<file path="src/rtl/mult_scheduler_pkg.sv">
// mult_scheduler_pkg: FSM states and channel priority helper shared by the multiplier scheduler
package mult_scheduler_pkg;
  typedef enum logic [2:0] {IDLE, LOAD, MUL, STORE, COMMIT} state_t;
  function automatic logic [3:0] lowest_set(input logic [7:0] m);
    lowest_set = 4'd0;
    for (int i = 7; i >= 0; i--)
      if (m[i]) lowest_set = {1'b1, 3'(i)};
  endfunction
endpackage

</file>
<file path="src/rtl/mult_scheduler_serial_mult.sv">
// mult_scheduler_serial_mult: radix-2 signed shift-add multiplier, B cycles, product valid on the last cycle
module mult_scheduler_serial_mult #(
  parameter int B = 16
) (
  input  logic           bclk,
  input  logic           reset_n,
  input  logic           start,
  input  logic [B-1:0]   a,
  input  logic [B-1:0]   b,
  output logic [2*B-1:0] p,
  output logic           valid
);
  localparam int W = 2 * B;
  localparam int CW = $clog2(B);
  logic          run;
  logic [CW-1:0] cnt, idx;
  logic [W-1:0]  a_sh, a_cur, acc, part;
  logic [B-1:0]  b_sh, b_cur;
  // start restarts unconditionally so an aborted product never blocks the next one
  always_comb begin
    idx = start ? '0 : cnt;
    a_cur = start ? {{B{a[B-1]}}, a} : a_sh;
    b_cur = start ? b : b_sh;
    part = !b_cur[0] ? '0 : (idx == CW'(B-1)) ? -a_cur : a_cur;
    p = (start ? '0 : acc) + part;
    valid = (start | run) && idx == CW'(B-1);
  end
  always_ff @(posedge bclk or negedge reset_n)
    if (!reset_n) begin
      run <= 1'b0;
      cnt <= '0;
      acc <= '0;
      a_sh <= '0;
      b_sh <= '0;
    end else if (start | run) begin
      acc <= p;
      a_sh <= a_cur << 1;
      b_sh <= b_cur >> 1;
      cnt <= idx + 1'b1;
      run <= ~valid;
    end
endmodule

</file>
<file path="src/rtl/mult_scheduler.sv">
// mult_scheduler: time-shares one serial Q1.(BITSIZE-1) multiplier across NCH operand pairs per audio frame
module mult_scheduler
  import mult_scheduler_pkg::*;
#(
  parameter int BITSIZE = 16,
  parameter int NCH = 2
) (
  input  logic                   bclk,
  input  logic                   reset_n,
  input  logic                   lrclk,
  input  logic [NCH-1:0]         enable,
  input  logic [NCH*BITSIZE-1:0] in1,
  input  logic [NCH*BITSIZE-1:0] in2,
  output logic [NCH*BITSIZE-1:0] out,
  output logic                   done,
  output logic                   busy,
  output logic                   overrun,
  input  logic                   clr_ovr
);
  localparam int B = BITSIZE;
  localparam int CW = NCH > 1 ? $clog2(NCH) : 1;
  localparam logic [B-1:0] QMAX = {1'b0, {(B-1){1'b1}}};
  localparam logic [2*B-1:0] PSAT = {2'b01, {(2*B-2){1'b0}}};
  state_t         state, nxt;
  logic           lr_d1, lr_d2, fs, first, m_valid;
  logic [NCH-1:0] en_r;
  logic [B-1:0]   op_a [NCH];
  logic [B-1:0]   op_b [NCH];
  logic [B-1:0]   shadow [NCH];
  logic [B-1:0]   prod_r, scaled;
  logic [CW-1:0]  ch;
  logic [3:0]     lo_in, lo_next;
  logic [2*B-1:0] m_p;
  assign fs = lr_d1 & ~lr_d2;
  assign done = state == COMMIT;
  assign busy = state != IDLE;
  assign lo_in = lowest_set(8'(enable));
  assign lo_next = lowest_set(8'(en_r) & ~((8'd2 << ch) - 8'd1));
  // (-1)*(-1) is the only product that leaves the Q range
  assign scaled = (m_p == PSAT) ? QMAX : m_p[2*B-2 -: B];
  mult_scheduler_serial_mult #(.B(B)) u_mult (
    .bclk    (bclk),
    .reset_n (reset_n),
    .start   (first),
    .a       (op_a[ch]),
    .b       (op_b[ch]),
    .p       (m_p),
    .valid   (m_valid)
  );
  always_comb begin
    nxt = state;
    case (state)
      IDLE:    nxt = IDLE;
      LOAD:    nxt = lo_in[3] ? MUL : COMMIT;
      MUL:     nxt = m_valid ? STORE : MUL;
      STORE:   nxt = lo_next[3] ? MUL : COMMIT;
      COMMIT:  nxt = IDLE;
      default: nxt = IDLE;
    endcase
    if (fs) nxt = LOAD;
  end
  always_ff @(posedge bclk or negedge reset_n)
    if (!reset_n) begin
      state <= IDLE;
      lr_d1 <= 1'b0;
      lr_d2 <= 1'b0;
      first <= 1'b0;
      en_r <= '0;
      ch <= '0;
      prod_r <= '0;
      overrun <= 1'b0;
      out <= '0;
      for (int k = 0; k < NCH; k++) begin
        op_a[k] <= '0;
        op_b[k] <= '0;
        shadow[k] <= '0;
      end
    end else begin
      state <= nxt;
      lr_d1 <= lrclk;
      lr_d2 <= lr_d1;
      first <= nxt == MUL && state != MUL;
      overrun <= clr_ovr ? 1'b0 : (fs && busy && state != COMMIT) ? 1'b1 : overrun;
      if (state == LOAD) begin
        en_r <= enable;
        ch <= CW'(lo_in[2:0]);
        for (int k = 0; k < NCH; k++) begin
          op_a[k] <= in1[k*B +: B];
          op_b[k] <= in2[k*B +: B];
        end
      end
      if (state == MUL && m_valid) prod_r <= scaled;
      if (state == STORE) begin
        shadow[ch] <= prod_r;
        ch <= CW'(lo_next[2:0]);
      end
      if (state == COMMIT)
        for (int k = 0; k < NCH; k++)
          if (en_r[k]) out[k*B +: B] <= shadow[k];
    end
endmodule

</file>
<file path="config.mk">
export PLATFORM = sky130hd
export DESIGN_NAME = mult_scheduler
export DESIGN_NICKNAME = d
export VERILOG_FILES = /design/src/rtl/mult_scheduler_pkg.sv /design/src/rtl/mult_scheduler_serial_mult.sv /design/src/rtl/mult_scheduler.sv
export SDC_FILE = /design/constraint.sdc
export NUM_CORES = 1
export LEC_CHECK = 0
export ABC_AREA = 1
export CAP_MARGIN = 5
export CORE_MARGIN = 1.5
export CORE_UTILIZATION = 50
export DETAILED_ROUTE_END_ITERATION = 16
export DONT_BUFFER_PORTS = 1
export PLACE_DENSITY_LB_ADDON = 0.08
export SKIP_LAST_GASP = 1
export SYNTH_ARGS = -nofsm -noshare
export SYNTH_HDL_FRONTEND = slang
export SYNTH_SLANG_ARGS = --single-unit
</file>
<file path="constraint.sdc">
create_clock -name bclk -period 5.2 [get_ports bclk]
set_input_delay 0.52 -clock bclk [delete_from_list [all_inputs] [get_ports bclk]]
set_output_delay 0.52 -clock bclk [all_outputs]
set_load 0.05 [all_outputs]
</file>
==> impl_metrics.toml, run 1 <==
[status]
status = "complete, but fails checks"
violations = "hold timing"

[power_and_ir_drop]
powerDensity_nw_per_um2 = 606
switching_share = 0.444
intPower_mw = 4.88
irDropWorstVdd_mv = 0.377
p_clk_frac = 0.216
p_leak_nw = 7.47
pwr-share-seq = 0.335
power_frac_comb = 0.449
p_switching_mw = 3.90

[hold_path]
min-delay-path-class = "primary input to asynchronous set/reset pin"

[sta]
fin_crit_sh = 0.915
tightest_slew_ns = 1.08
fin_crit_ns = 4.76
setup_viol = 0
clock_skew_ns = 0.0243
tns_ns = 0
fmax_ghz = 0.210
slew_viol_final = 0
slew-limit-headroom = 0.278
rsz0062_at_grt = "yes"
hold_slack_ns = -0.337
setup_ws_ns = 0.440
final_hold_viol_count = 237

[floorplan]
fp.dieH_um = 166
dieWidth_um = 166
core_area_um2 = 26100
num_rows = 59
dieArea_um2 = 27500
pin_count = 105
initial_utilization = 0.508

[routing]
dr.pass1.iters = 6
avgViaCountPerCell = 5.30
first_iter_violations = 868
vias = 11744
drt_drc_violations_left = 0
ant_nets = 0
drt_wl_total_um = 34000
wl_per_cell_um = 15.4

[clock_tree]
clk_pin_slew_worst_paths_ns = 0.06
numCtsBuffers = 26
cts_buffer_depth = 3
tritoncts = "done"
cts.sinks = 237
root_buffer = "clkbuf_16"
cts_max_level = 1
clk-insertion-delay-late_ns = 0.55
ctsHoldBuffers = 1

[layout]
nNetsFinal = 1963
num_antenna_cells = 0
finish.utilization = 0.556
synthToLayoutAreaGrowth_pct = 9.36
drive_above_1_share = 0.0580

[synth]
synth_ff_type = "dfrtp_1"
yosys-top-cells-count = "nand2_1 (620), dfrtp_1 (237), inv_1 (225)"
ys_seq_elements = 237
synth-xor-area-share = 0.00331
synthArstFlopShare = 1.00
synthAdderAreaFrac = 0.0327
synth_top_area_frac = 0.448
yosys_warnings = 0
synth_seq_area_share = 0.448
synth.most_common_cell = "nand2_1"
ys_types = 43
synth_top_family_by_area = "simple AND/OR/NAND/NOR gates"
synth_edf_count = 0
yosys-top-cells-area = "dfrtp_1 (45%), nand2_1 (18%), o21ai_0 (7.0%), inv_1 (6.4%), nor2_1 (5.8%)"
synth_compound_area_frac = 0.128
synth-simple-area-share = 0.297
synth.avg_cell_area_um2 = 7.05
syn-cell-area_um2 = 13200
synthCells = 1878
syn_nets = 1982
synth_top_area_cell = "dfrtp_1"
muxShareOfSynthArea = 0.00170

[setup_path]
cp-end-kind = "flip-flop"
crit_path_frequent_cell = "nand2_1"
worst-setup-path-type = "flip-flop to flip-flop"
crit_path_max_fanout = 22
start_kind = "flip-flop"
required_ns = 5.66
cp_data_arrival_time_ns = 5.22
max_stage_delay_ns = 0.60
critical-path-slowest-cell = "dfrtp_4"

[place]
gp_congestion = 0.943
post-place-ws_ns = 0.164
hpwl_um = 24200
place.port_buffers = 0

[global_route]
antenna_found_initial = 0
grt_pass1_vias = 11263
grt_overflow = 0
grt_max_degree = 238
track_usage = 0.251
grt_pass1_wl_um = 57000

[flow_run]
max_cap_viol_count = 0
worst max-delay path: cells and delay by family (launching register included):
kind / cells / cell delay (ns)
buf+inv: 4 / 0.39
fa+ha+maj: 2 / 0.61
simple gates: 21 / 2.46
flops: 1 / 0.60
compound gates: 4 / 0.60
sequential cells by signal, indices dropped and copies added, names as in the netlist, 2 cells and up:
register     flops
u_mult.cnt       4
prod_r          16
out             32
shadow          32
op_a            32
op_b            32
state            3
u_mult.a_sh     31
u_mult.b_sh     15
en_r             2
u_mult.acc      32
through the flow:
step	hold WS [ns]	cells	power, mW	instance area, um2
after floorplan	0.224	1878	5.81	13200
after global placement	0.232	2163	6.80	13500
after detailed placement	0.234	2163	6.86	13500
after CTS	-0.355	2212	8.79	14400
after global routing	-0.359	2214	9.51	14500
final	-0.337	2214	8.78	14500
timing repair:
action	CTS	global route
setup buffers	0	2
resized for setup	0	13
endpoints found under the setup margin	0	16
endpoints found under the hold margin	238	237
final timing paths:
path	endpoint	depth (start not counted)	slack [ns]	startpoint
hold / removal	op_b[9]	0	-0.34	reset_n
min in group bclk	overrun	1	0.03	clr_ovr
setup / recovery	prod_r[0]	31	0.44	first
max in group asynchronous	u_mult.acc[13]	0	5.14	reset_n
setup reg to reg	prod_r[0]	31	0.44	first
hold reg to reg	lr_d2	0	0.40	lr_d1
logic make-up (layout without fill, tap and decap cells):
group	after synthesis	in the layout
xor gates and xnor gates	5	5
buffers and inverters	301	302
DFF	237	237
muxes	2	2
and+or+nand+nor	977	977
adders and majority gates	34	34
AOI/OAI and AO/OA	322	322
layer usage:
layer	up-vias	global-route usage	routed length [um]
met5	-	0	0
met4	0	0.0721	905
met3	60	0.0293	1720
met2	309	0.410	15500
met1	5461	0.353	15900
li1	5914	-	-
cell usage in the layout, fill, tap and decap left out, types with 21 or more instances in the layout:
cell       instances
nor2_1           201
clkbuf_16         26
o21ai_0          184
a21oi_1           93
nand2_1          620
inv_1            224
dfrtp_1          235
nand3_1           84
ha_1              32
buf_4             21
final cells by class:
type                       instances  area, um2
clock inverter                    12        165
fill                            2555      11600
sequential                       237       5940
tap                              335        419
multi-input combinational       1340       6180
inverter                         230        863
clock buffer                      36        718
timing repair buffer              24        199
power groups by stage:
stage / clock network, mW / logic, mW / registers (mW)
after CTS: 1.94 / 3.91 / 2.94
after detailed placement: 0 / 3.89 / 2.97
final: 1.89 / 3.94 / 2.94
after global placement: 0 / 3.84 / 2.96
after global routing: 2.00 / 4.50 / 3.02
after floorplan: 0 / 2.95 / 2.87
No activity file was read; power rests on OpenSTA's default activity.
==> run 2, diff against run 1 <==
--- a/config.mk
+++ b/config.mk
@@ -7,7 +7,6 @@
 export LEC_CHECK = 0
 export ABC_AREA = 1
 export CAP_MARGIN = 5
-export CORE_MARGIN = 1.5
 export CORE_UTILIZATION = 50
 export DETAILED_ROUTE_END_ITERATION = 16
 export DONT_BUFFER_PORTS = 1
==> impl_metrics.toml, run 2 (synthesis results as in run 1) <==
[flow_run]
max_cap_viol_count = 0

[sta]
clock_skew_ns = 0.0136
hold_slack_ns = -0.325
slew_viol_final = 0
fmax_ghz = 0.207
final_hold_viol_count = 237
fin_crit_sh = 0.929
slew-limit-headroom = 0.269
fin_crit_ns = 4.83
tns_ns = 0
tightest_slew_ns = 1.10
rsz0062_at_grt = "no"
setup_ws_ns = 0.370
setup_viol = 0

[floorplan]
num_rows = 59
pin_count = 105
fp.dieH_um = 165
dieWidth_um = 165
initial_utilization = 0.510
core_area_um2 = 26000
dieArea_um2 = 27100

[global_route]
grt_max_degree = 238
grt_pass1_wl_um = 55000
antenna_found_initial = 0
grt_overflow = 0
grt_pass1_vias = 10754
track_usage = 0.256

[clock_tree]
ctsHoldBuffers = 1
cts_buffer_depth = 3
clk-insertion-delay-late_ns = 0.54
cts_max_level = 1
tritoncts = "done"
clk_pin_slew_worst_paths_ns = 0.06
numCtsBuffers = 26
root_buffer = "clkbuf_16"
cts.sinks = 237

[place]
hpwl_um = 24500
place.port_buffers = 0
post-place-ws_ns = 0.225
gp_congestion = 0.952

[routing]
avgViaCountPerCell = 5.19
ant_nets = 0
dr.pass1.iters = 5
wl_per_cell_um = 15.5
first_iter_violations = 814
drt_wl_total_um = 34200
drt_drc_violations_left = 0
vias = 11491

[power_and_ir_drop]
powerDensity_nw_per_um2 = 603
irDropWorstVdd_mv = 0.492
p_leak_nw = 7.46

[layout]
seqCellArea_um2 = 5940
multi_input_area_um2 = 6180
nNetsFinal = 1964
n_fill_cell = 2517
num_antenna_cells = 0
drive_above_1_share = 0.0538
finish.utilization = 0.557
most-common-layout-cells = "nand2_1 (620), dfrtp_1 (235), inv_1 (224), nor2_1 (204), o21ai_0 (185)"
synthToLayoutAreaGrowth_pct = 9.21
mostFrequentLayoutCell = "nand2_1"

[setup_path]
start_kind = "flip-flop"
required_ns = 5.61
cp_data_arrival_time_ns = 5.24
worst-setup-path-type = "flip-flop to flip-flop"
crit_path_max_fanout = 22
cp-end-kind = "flip-flop"
r2r_slack_ns = 0.37

[hold_path]
min-delay-path-class = "primary input to asynchronous set/reset pin"

[status]
violations = "hold timing"
status = "complete, but fails checks"
-- run 2: changes by cell type in the layout (fill, tap and decap cells not counted), sizes merged --
cell / delta
bufinv: -1
clkbuf: +4
clkinv: -4
-- run 2: what timing repair did --
item / CTS / global route
endpoints found under the hold margin: 238 / 237
resized for setup: 0 / 9
setup buffers: 0 / 8
endpoints found under the setup margin: 0 / 16
-- run 2: final timing paths --
kind	cells after the start	end	startpoint
min reg2reg	0	lr_d2	lr_d1
max	25	prod_r[15]	first
max reg2reg	25	prod_r[15]	first
max in group asynchronous	0	ch	reset_n
min in group bclk	1	overrun	clr_ovr
min	0	op_b[9]	reset_n
-- run 2: cell type report --
cell class                 count  share of cell area
clock inverter                 6             0.00657
sequential                   237               0.410
multi-input combinational   1340               0.427
timing repair inverter         1            0.000519
clock buffer                  40              0.0514
inverter                     230              0.0599
tap                          335              0.0290
timing repair buffer          24              0.0152
-- run 2: where the power goes --
group,switching (mW),total [mW],internal (mW)
Sequential,0.457,2.94,2.49
Combinational,2.69,3.96,1.27
Clock,0.741,1.82,1.08
-- run 2: per-layer routing --
metal,global-route usage,vias up,wire [um]
met2,0.423,268,15500
met1,0.350,5260,16000
met4,0.0780,0,1020
li1,-,5911,-
met3,0.0326,52,1630
met5,0,-,0
-- run 2: metrics by stage --
stage          instances  power [mW]  instance area [um2]
3_5_place_dp        2157        6.86                13500
5_1_grt             2213        9.47                14500
4_1_cts             2204        8.72                14300
3_3_place_gp        2157        6.80                13500
6_report            2213        8.72                14500
2_1_floorplan       1878        5.81                13200
-- run 2: critical path, cell delays in order (launching register included) --
cell and delay, ns:
dfrtp_4 0.49, buf_12 0.16, buf_12 0.15, nor2_1 0.18
ha_1 0.17, inv_1 0.07, nor3_4 0.26, buf_4 0.18
clkinvlp_4 0.23, o21a_1 0.25, nor3_1 0.35, ha_1 0.28
nand2_1 0.12, nor2_1 0.26, nand2_1 0.14, nand3_1 0.15
nand2_1 0.06, nand2_1 0.12, nand3_1 0.08, nor2_1 0.23
nand3_1 0.13, nor2_1 0.12, nand4_1 0.14, nor2_4 0.16
buf_12 0.14, o21ai_0 0.09
==> run 3, diff against run 2 <==
--- a/config.mk
+++ b/config.mk
@@ -7,10 +7,12 @@
 export LEC_CHECK = 0
 export ABC_AREA = 1
 export CAP_MARGIN = 5
-export CORE_UTILIZATION = 50
+export CORE_UTILIZATION = 35
+export CTS_BUF_LIST = sky130_fd_sc_hd__clkbuf_8
 export DETAILED_ROUTE_END_ITERATION = 16
 export DONT_BUFFER_PORTS = 1
 export PLACE_DENSITY_LB_ADDON = 0.08
+export SETUP_SLACK_MARGIN = 0.2
 export SKIP_LAST_GASP = 1
 export SYNTH_ARGS = -nofsm -noshare
 export SYNTH_HDL_FRONTEND = slang
==> impl_metrics.toml, run 3 (synthesis results as in run 1) <==
[status]
status = "complete, but fails checks"
violations = "hold timing"

[clock_tree]
numCtsBuffers = 45
cts_max_level = 2
cts.sinks = 237
tritoncts = "done"
root_buffer = "clkbuf_8"
clk_pin_slew_worst_paths_ns = 0.06
cts_buffer_depth = 3
clk-insertion-delay-late_ns = 0.61

[routing]
drt_drc_violations_left = 0
drt_wl_total_um = 39200
dr.pass1.iters = 5
vias = 11782
wl_per_cell_um = 16.0
first_iter_violations = 712
ant_nets = 0
avgViaCountPerCell = 4.80

[global_route]
grt_max_degree = 238
antenna_found_initial = 0
grt_overflow = 0
grt_pass1_vias = 11488
grt_pass1_wl_um = 62700
track_usage = 0.207

[setup_path]
crit_path_max_fanout = 20
cp-end-kind = "flip-flop"
worst-setup-path-type = "flip-flop to flip-flop"
required_ns = 5.74
start_kind = "flip-flop"
cp_data_arrival_time_ns = 5.22

[flow_run]
max_cap_viol_count = 0

[hold_path]
min-delay-path-class = "primary input to asynchronous set/reset pin"

[place]
hpwl_um = 28300
gp_congestion = 0.937
place.port_buffers = 0

[power_and_ir_drop]
intPower_mw = 4.96
p_switching_mw = 4.08
p_clk_frac = 0.211
irDropWorstVdd_mv = 0.227
powerDensity_nw_per_um2 = 594
switching_share = 0.451
p_leak_nw = 7.79
power_frac_comb = 0.460
pwr-share-seq = 0.329

[sta]
tns_ns = 0
setup_viol = 0
slew-limit-headroom = 0.261
fmax_ghz = 0.214
rsz0062_at_grt = "no"
clock_skew_ns = 0.0348
final_hold_viol_count = 237
fin_crit_ns = 4.68
slew_viol_final = 0
tightest_slew_ns = 1.10
fin_crit_sh = 0.900
hold_slack_ns = -0.380

[layout]
n_fill_cell = 3960
most-common-layout-cells = "nand2_1 (614), inv_1 (239), dfrtp_1 (235), nor2_1 (189), o21ai_0 (182)"
synthToLayoutAreaGrowth_pct = 15.0
nNetsFinal = 2024
drive_above_1_share = 0.0922
mostFrequentLayoutCell = "nand2_1"
num_antenna_cells = 0

[floorplan]
num_rows = 70
pin_count = 105
core_area_um2 = 37000
dieArea_um2 = 38600
fp.dieH_um = 197
dieWidth_um = 197
initial_utilization = 0.358
==> run 3: cell count changes in the layout (fill, tap and decap cells not counted), sizes merged <==
cell,before,now
clkinv,3,1
inv,230,246
clkbuf,40,60
buf,23,42
clkinvlp,2,3
bufinv,2,1
dlygate4sd3,1,23
==> run 3: area by class of cell <==
type                       instances  area [um2]  share of cell area
tap                              504         631              0.0414
multi-input combinational       1340        6290               0.413
clock inverter                    20         119             0.00780
clock buffer                      60         826              0.0542
sequential                       237        5940               0.390
timing repair inverter             1        7.51            0.000493
inverter                         230         867              0.0569
timing repair buffer              65         557              0.0366
==> run 3: final timing paths <==
kind / from / end / slack [ns] / cells past startpoint
min reg2reg: lr_d1 / lr_d2 / 0.39 / 0
max reg2reg: first / prod_r[11] / 0.52 / 27
min in group bclk: in1[16] / op_a[0] / 0.05 / 2
min: reset_n / lr_d1 / -0.38 / 0
max in group asynchronous: reset_n / u_mult.acc[4] / 5.33 / 0
max: first / prod_r[11] / 0.52 / 27
==> run 3: per-layer routing <==
layer / global-route usage / wire, um / vias up
met5: 0 / 0 / -
met4: 0.0434 / 542 / 0
met3: 0.0375 / 1890 / 48
met2: 0.340 / 18300 / 265
met1: 0.284 / 18500 / 5431
li1: - / - / 6038
==> run 3: per-stage QoR <==
step	area, um2	std cells	util	setup WS [ns]	power (mW)
2_1_floorplan	13200	1878	-	0.841	5.81
4_1_cts	14900	2440	0.404	0.201	8.98
6_report	15200	2457	0.412	0.518	9.04
3_5_place_dp	13800	2338	0.373	0.213	6.99
5_1_grt	15200	2457	0.412	0.153	9.92
3_3_place_gp	13800	2338	0.373	0.297	6.97
==> run 3: critical path, cell delays in order, from the launching register on <==
cell	delay, ns
dfrtp_4	0.59
inv_2	0.12
buf_6	0.18
nand2_1	0.14
nor3_4	0.37
clkinvlp_4	0.13
buf_4	0.20
a31o_2	0.23
o21ai_0	0.15
a21oi_1	0.08
ha_2	0.40
nand2_1	0.10
inv_1	0.09
nand3_1	0.10
nand2_1	0.16
nand2_1	0.09
nand2_1	0.14
nand2_1	0.07
nand2_1	0.09
nand3_1	0.09
nor2_1	0.18
nand3_1	0.16
nor2_1	0.12
nand4_1	0.15
nor2_4	0.16
buf_4	0.17
nor2_1	0.06
nor2_2	0.07
==> run 3: power groups by stage <==
stage          clock, mW  combinational (mW)  sequential [mW]
6_report            1.90                4.16             2.98
5_1_grt             2.08                4.79             3.05
3_5_place_dp           0                3.98             3.01
2_1_floorplan          0                2.95             2.87
3_3_place_gp           0                3.96             3.01
4_1_cts             1.99                4.01             2.98
==> run 3: what timing repair did <==
item,4_1_cts,5_1_grt
endpoints found under the setup margin,0,17
resized for setup,0,50
buffers inserted,0,15
endpoints found under the hold margin,259,238
hold buffers,22,1
